$ cat src/rtl/queen_backtrack_ctrl.sv
// queen_backtrack_ctrl
//   Iterative N-queens backtracking sequencer. A per-row column stack is
//   searched depth first. Each candidate is checked against one earlier row
//   per cycle. Every solution is streamed row by row under a valid/ack
//   handshake. The block then parks until 'next' resumes the search. When
//   the search is exhausted it reports the number of solutions found.
//
// Ports
//   clk        system clock, rising edge
//   reset      asynchronous, active-high
//   start      level, sampled in IDLE/DONE; begins a fresh search
//   ready      high in IDLE and DONE
//   busy       high in CHECK, ADVANCE, BACKTRACK, EMIT, WAIT_NEXT
//   sol_valid  high in EMIT
//   sol_ack    consumer accepts the current beat when sol_valid is high
//   out_bus    one-hot column of row out_row; 0 outside EMIT
//   out_row    row index of the current beat; 0 outside EMIT
//   next       sampled in WAIT_NEXT; resumes the search
//   done       high in DONE
//   sol_count  solutions found since the last start
//
// state     | meaning
// ----------+--------------------------------------------------------------
// IDLE      | after reset, waiting for start
// CHECK     | compare col[row] against col[k]; k == row means placement safe
// ADVANCE   | move the queen of the current row one column right
// BACKTRACK | current row exhausted, step back one row
// EMIT      | stream the solution, one row per accepted beat
// WAIT_NEXT | solution streamed, waiting for next
// DONE      | search exhausted, sol_count final
module queen_backtrack_ctrl #(
  parameter int N = 8
) (
  input  logic       clk,
  input  logic       reset,
  input  logic       start,
  output logic       ready,
  output logic       busy,
  output logic       sol_valid,
  input  logic       sol_ack,
  output logic [7:0] out_bus,
  output logic [2:0] out_row,
  input  logic       next,
  output logic       done,
  output logic [7:0] sol_count
);

  typedef enum logic [2:0] {
    IDLE,
    CHECK,
    ADVANCE,
    BACKTRACK,
    EMIT,
    WAIT_NEXT,
    DONE
  } state_t;

  localparam logic [2:0] LAST = 3'(N - 1);

  state_t     state, state_nxt;
  logic [2:0] row, k, beat;
  // Sized for the largest legal board so any 3-bit index stays in range.
  logic [2:0] col [8];

  logic [2:0] col_row, col_k;
  logic [3:0] col_dist, row_dist;
  logic       safe, conflict, last_row, col_max, last_beat;

  assign col_row   = col[row];
  assign col_k     = col[k];
  // Unsigned distances widened to 4 bits so neither subtraction can wrap.
  assign col_dist  = (col_row >= col_k) ? ({1'b0, col_row} - {1'b0, col_k})
                                        : ({1'b0, col_k} - {1'b0, col_row});
  assign row_dist  = {1'b0, row} - {1'b0, k};
  assign safe      = (k == row);
  assign conflict  = !safe && ((col_row == col_k) || (col_dist == row_dist));
  assign last_row  = (row == LAST);
  assign col_max   = (col_row == LAST);
  assign last_beat = (beat == LAST);

  always_ff @(posedge clk or posedge reset) begin
    if (reset) state <= IDLE;
    else       state <= state_nxt;
  end

  always_comb begin
    state_nxt = state;
    ready     = 1'b0;
    busy      = 1'b0;
    sol_valid = 1'b0;
    done      = 1'b0;
    case (state)
      IDLE: begin
        ready = 1'b1;
        if (start) state_nxt = CHECK;
      end
      CHECK: begin
        busy = 1'b1;
        if (safe && last_row) state_nxt = EMIT;
        else if (conflict)    state_nxt = ADVANCE;
      end
      ADVANCE: begin
        busy = 1'b1;
        state_nxt = col_max ? BACKTRACK : CHECK;
      end
      BACKTRACK: begin
        busy = 1'b1;
        state_nxt = (row == 3'd0) ? DONE : ADVANCE;
      end
      EMIT: begin
        busy      = 1'b1;
        sol_valid = 1'b1;
        if (sol_ack && last_beat) state_nxt = WAIT_NEXT;
      end
      WAIT_NEXT: begin
        busy = 1'b1;
        if (next) state_nxt = ADVANCE;
      end
      DONE: begin
        ready = 1'b1;
        done  = 1'b1;
        if (start) state_nxt = CHECK;
      end
      default: state_nxt = IDLE;
    endcase
  end

  // Outputs are decoded from state so an asynchronous reset clears them
  // within the same cycle.
  assign out_row = sol_valid ? beat : 3'd0;
  assign out_bus = sol_valid ? (8'd1 << col[beat]) : 8'd0;

  always_ff @(posedge clk or posedge reset) begin
    if (reset) begin
      row       <= 3'd0;
      k         <= 3'd0;
      beat      <= 3'd0;
      sol_count <= 8'd0;
      for (int i = 0; i < 8; i++) col[i] <= 3'd0;
    end else begin
      case (state)
        IDLE, DONE: begin
          if (start) begin
            row       <= 3'd0;
            k         <= 3'd0;
            col[0]    <= 3'd0;
            sol_count <= 8'd0;
          end
        end
        CHECK: begin
          if (safe) begin
            if (last_row) begin
              sol_count <= sol_count + 8'd1;
              beat      <= 3'd0;
            end else begin
              row            <= row + 3'd1;
              col[row + 3'd1] <= 3'd0;
              k              <= 3'd0;
            end
          end else if (!conflict) begin
            k <= k + 3'd1;
          end
        end
        ADVANCE: begin
          if (!col_max) begin
            col[row] <= col_row + 3'd1;
            k        <= 3'd0;
          end
        end
        BACKTRACK: begin
          if (row != 3'd0) row <= row - 3'd1;
        end
        EMIT: begin
          if (sol_ack && !last_beat) beat <= beat + 3'd1;
        end
        WAIT_NEXT: begin
          // Resume from the deepest row so ADVANCE moves past this solution.
          if (next) row <= LAST;
        end
        default: ;
      endcase
    end
  end

endmodule

$ cat config.mk
export PLATFORM = sky130hd
export DESIGN_NAME = queen_backtrack_ctrl
export DESIGN_NICKNAME = d
export VERILOG_FILES = /design/src/rtl/queen_backtrack_ctrl.sv
export SDC_FILE = /design/constraint.sdc
export NUM_CORES = 1
export LEC_CHECK = 0
export CAP_MARGIN = 20
export CORE_UTILIZATION = 50
export DETAILED_ROUTE_END_ITERATION = 16
export DONT_BUFFER_PORTS = 1
export PLACE_DENSITY = 0.7
export SLEW_MARGIN = 20
export SYNTH_ARGS = -nofsm -noshare
export SYNTH_HDL_FRONTEND = slang
export SYNTH_SLANG_ARGS = --single-unit
$ cat constraint.sdc
create_clock -name clk -period 4.6 [get_ports clk]
set_input_delay 0 -clock clk [delete_from_list [all_inputs] [get_ports clk]]
set_output_delay 0 -clock clk [all_outputs]
set_load 0.01 [all_outputs]
==> impl_metrics.py <==
metrics = {
    "timing": {
        "fin_crit_sh": 0.888,
        "hold_viol_final": 0,
        "finalClockSkew_ps": 6.16,
        "whs_ps": 17.1,
        "final.min_clock_period_ps": 4080,
        "fmax_ghz": 0.245,
        "timing.final.ws_setup_ps": 516,
        "rsz0062_at_grt": "no",
        "slew-limit-headroom": 0.394,
        "finalSetupViolCount": 0,
        "worst_slew_pin_slew_ps": 908,
        "tns_ps": 0,
        "final_max_slew_viol_count": 0,
    },
    "synth": {
        "yosys-top-cells-area": "dfrtp_1 (32%), mux4_2 (9.1%), nand2_1 (7.2%)",
        "synth_common_cells": "nand2_1 (66), dfrtp_1 (44), nor2_1 (36)",
        "async_flop_share": 1.00,
        "syn_inst": 400,
        "synth_nets": 428,
        "netlist_area_sq_mm": 0.00345,
        "synth-main-ff-cell": "dfrtp_1",
        "yosys_warnings": 0,
        "synth_top_area_frac": 0.319,
        "ys_ff_latch": 44,
        "synth_top_area_cell": "dfrtp_1",
        "syn_area_per_cell_sq_um": 8.63,
        "synth_most_common_cell": "nand2_1",
        "ys_seq_area_frac": 0.319,
        "yosysUniqueCellTypes": 49,
        "synth_enable_flop_cells": 0,
    },
    "worst_setup_path": {
        "endpoint_kind": "register",
        "critical_path.startpoint_type": "register",
        "cp.arrival_ps": 4330,
        "critical_path_class": "register to register",
        "critical_path.max_stage_delay_ps": 680,
        "path_cells": "inv_1 -> a311o_1 -> a21oi_1 -> inv_1 -> fa_1 -> inv_1 -> fa_1 -> a41oi_1 -> nand3_1 -> xnor2_1 -> and4_4 -> or4_1 -> nand3_1",
        "cp_max_fo": 13,
        "worst-path-buf-inv": 3,
        "cp_data_required_time_ps": 4850,
        "path_delay_family": "compound AO/OA/AOI/OAI gates",
        "crit_path_top_delay_cell": "dfrtp_1",
        "critPathMostFrequentCell": "inv_1",
    },
    "clock_tree": {
        "cts_buffers": 5,
        "cts_tree": "built",
        "clkSinkCount": 44,
        "clk_pin_slew_ps": 90,
        "insertion_delay_ps": 310,
        "post_cts_buffers": 0,
        "cts_max_path_buffers": 2,
        "htree_levels": 2,
        "cts_root_buf": "clkbuf_8",
    },
    "global_routing": {
        "grtUsageTotal": 0.267,
        "grt_antenna_before_repair": 0,
        "use_met3": 0.0360,
        "grt_max_degree": 45,
        "grt-ovfl-total": 0,
        "grt_pass1_wl_mm": 15.0,
        "use_met2": 0.435,
        "grt_use_met1": 0.363,
        "grt_pass1_vias": 2953,
        "top_usage_layer": "met2",
    },
    "placed_design": {
        "gp_congestion": 0.919,
        "dp_cells": 465,
        "placed_cell_area_sq_mm": 0.00352,
        "dpl_worst_slack_ps": 533,
        "dp_hpwl_mm": 6.73,
        "io_buffer_count": 0,
    },
    "layout": {
        "stdcell_count": 476,
        "drive_gt1_frac": 0.0952,
        "area_growth_pct": 6.27,
        "antenna_cells": 0,
        "utilization": 0.565,
        "fin_nets": 426,
        "design_area_sq_mm": 0.00367,
    },
    "die": {
        "dieArea_sq_mm": 0.00724,
        "chipHeight_microns": 85.1,
        "num_rows": 29,
        "initial_core_util": 0.532,
        "pin_count": 28,
        "die_w_microns": 85.1,
        "core_sq_mm": 0.00649,
    },
    "pwr": {
        "power.total_mw": 2.62,
        "p_leak_nw": 1.56,
        "ir_drop_uv": 293,
        "power_density_mw_per_mm2": 714,
    },
    "drt": {
        "wl_mm": 8.83,
        "drtPass1Iterations": 6,
        "drtAntennaViolNets": 0,
        "via_per_inst": 6.26,
        "routedWlPerCell_microns": 18.5,
        "num_vias": 2982,
        "remaining_drc_errors": 0,
        "drt_iter0_markers": 166,
    },
    "run_status": {
        "status": "finished clean",
    },
    "min_path": {
        "hp-class": "primary input to register",
    },
    "job": {
        "cap_violations": 0,
    },
}
registers in the layout, indices dropped and copies added, names as in the netlist:
name / flops
row: 3
sol_count: 8
beat: 3
col: 24
k: 3
state: 3
where the power goes:
part	total [mW]	switching, mW	internal (mW)
clock network	0.319	0.141	0.178
registers	0.708	0.215	0.493
logic	1.59	0.919	0.674
total	2.62	1.28	1.34
metal layers:
layer	routed length, microns	vias to the layer above
met5	0	-
met4	195	0
met3	410	19
met2	4210	83
met1	4010	1454
li1	-	1426
area by class of cell:
cell class	count	area, sq um
clock buffer	6	82.6
inverter	23	86.3
tap	77	96.3
clock inverter	2	38.8
sequential	44	1100
multi-input combinational	315	2190
fill	583	2830
timing repair buffer	9	75.1
layout by cell type, fill, tap and decap left out, types with 2 or more instances in the layout:
cell type and count:
a31oi_1 4, and3_1 5, o22ai_1 16, dlygate4sd3_1 3, clkbuf_8 6, mux2_2 4, xnor2_1 5, a22o_1 4
mux4_2 14, and2_1 6, nand2b_1 6, nor3b_1 2, nor2b_1 4, nand3b_1 5, buf_4 6, dfrtp_1 44
fa_1 4, nand2_1 66, or3_1 3, a21oi_1 12, o211ai_1 5, ha_1 19, mux2i_1 8, o21ai_0 26
xor2_1 8, nor3_1 10, nor2_1 36, clkinv_1 2, nand4_1 7, inv_1 20, nand3_1 18
kinds of logic (layout without fill, tap and decap cells):
| logic type | count (synthesis) | after routing | share of synthesized area |
|---|---|---|---|
| AO/OA/AOI/OAI | 76 | 76 | 0.134 |
| XOR/XNOR | 13 | 13 | 0.0330 |
| adder cells (fa/ha/maj) | 23 | 23 | 0.0920 |
| buffers and inverters | 41 | 40 | 0.0471 |
| flip-flops | 44 | 44 | 0.319 |
| multiplexers | 26 | 26 | 0.128 |
| AND/OR/NAND/NOR | 177 | 177 | 0.247 |
what timing repair did:
action | CTS | global route
resized for setup | 0 | 0
endpoints found under the hold margin | 46 | 0
hold buffers | 3 | 0
endpoints found under the setup margin | 0 | 0
final timing paths:
kind	from	to	slack, ps	cells after the start
max in group asynchronous	reset	col[1]	3700	2
min in group asynchronous	reset	col[19]	340	2
setup reg to reg	row[1]	k[2]	520	13
hold / removal	sol_ack	beat[2]	20	2
hold reg to reg	col[23]	col[23]	580	1
setup / recovery	row[1]	k[2]	520	13
Note: power is estimated with default switching activity, not from simulation.
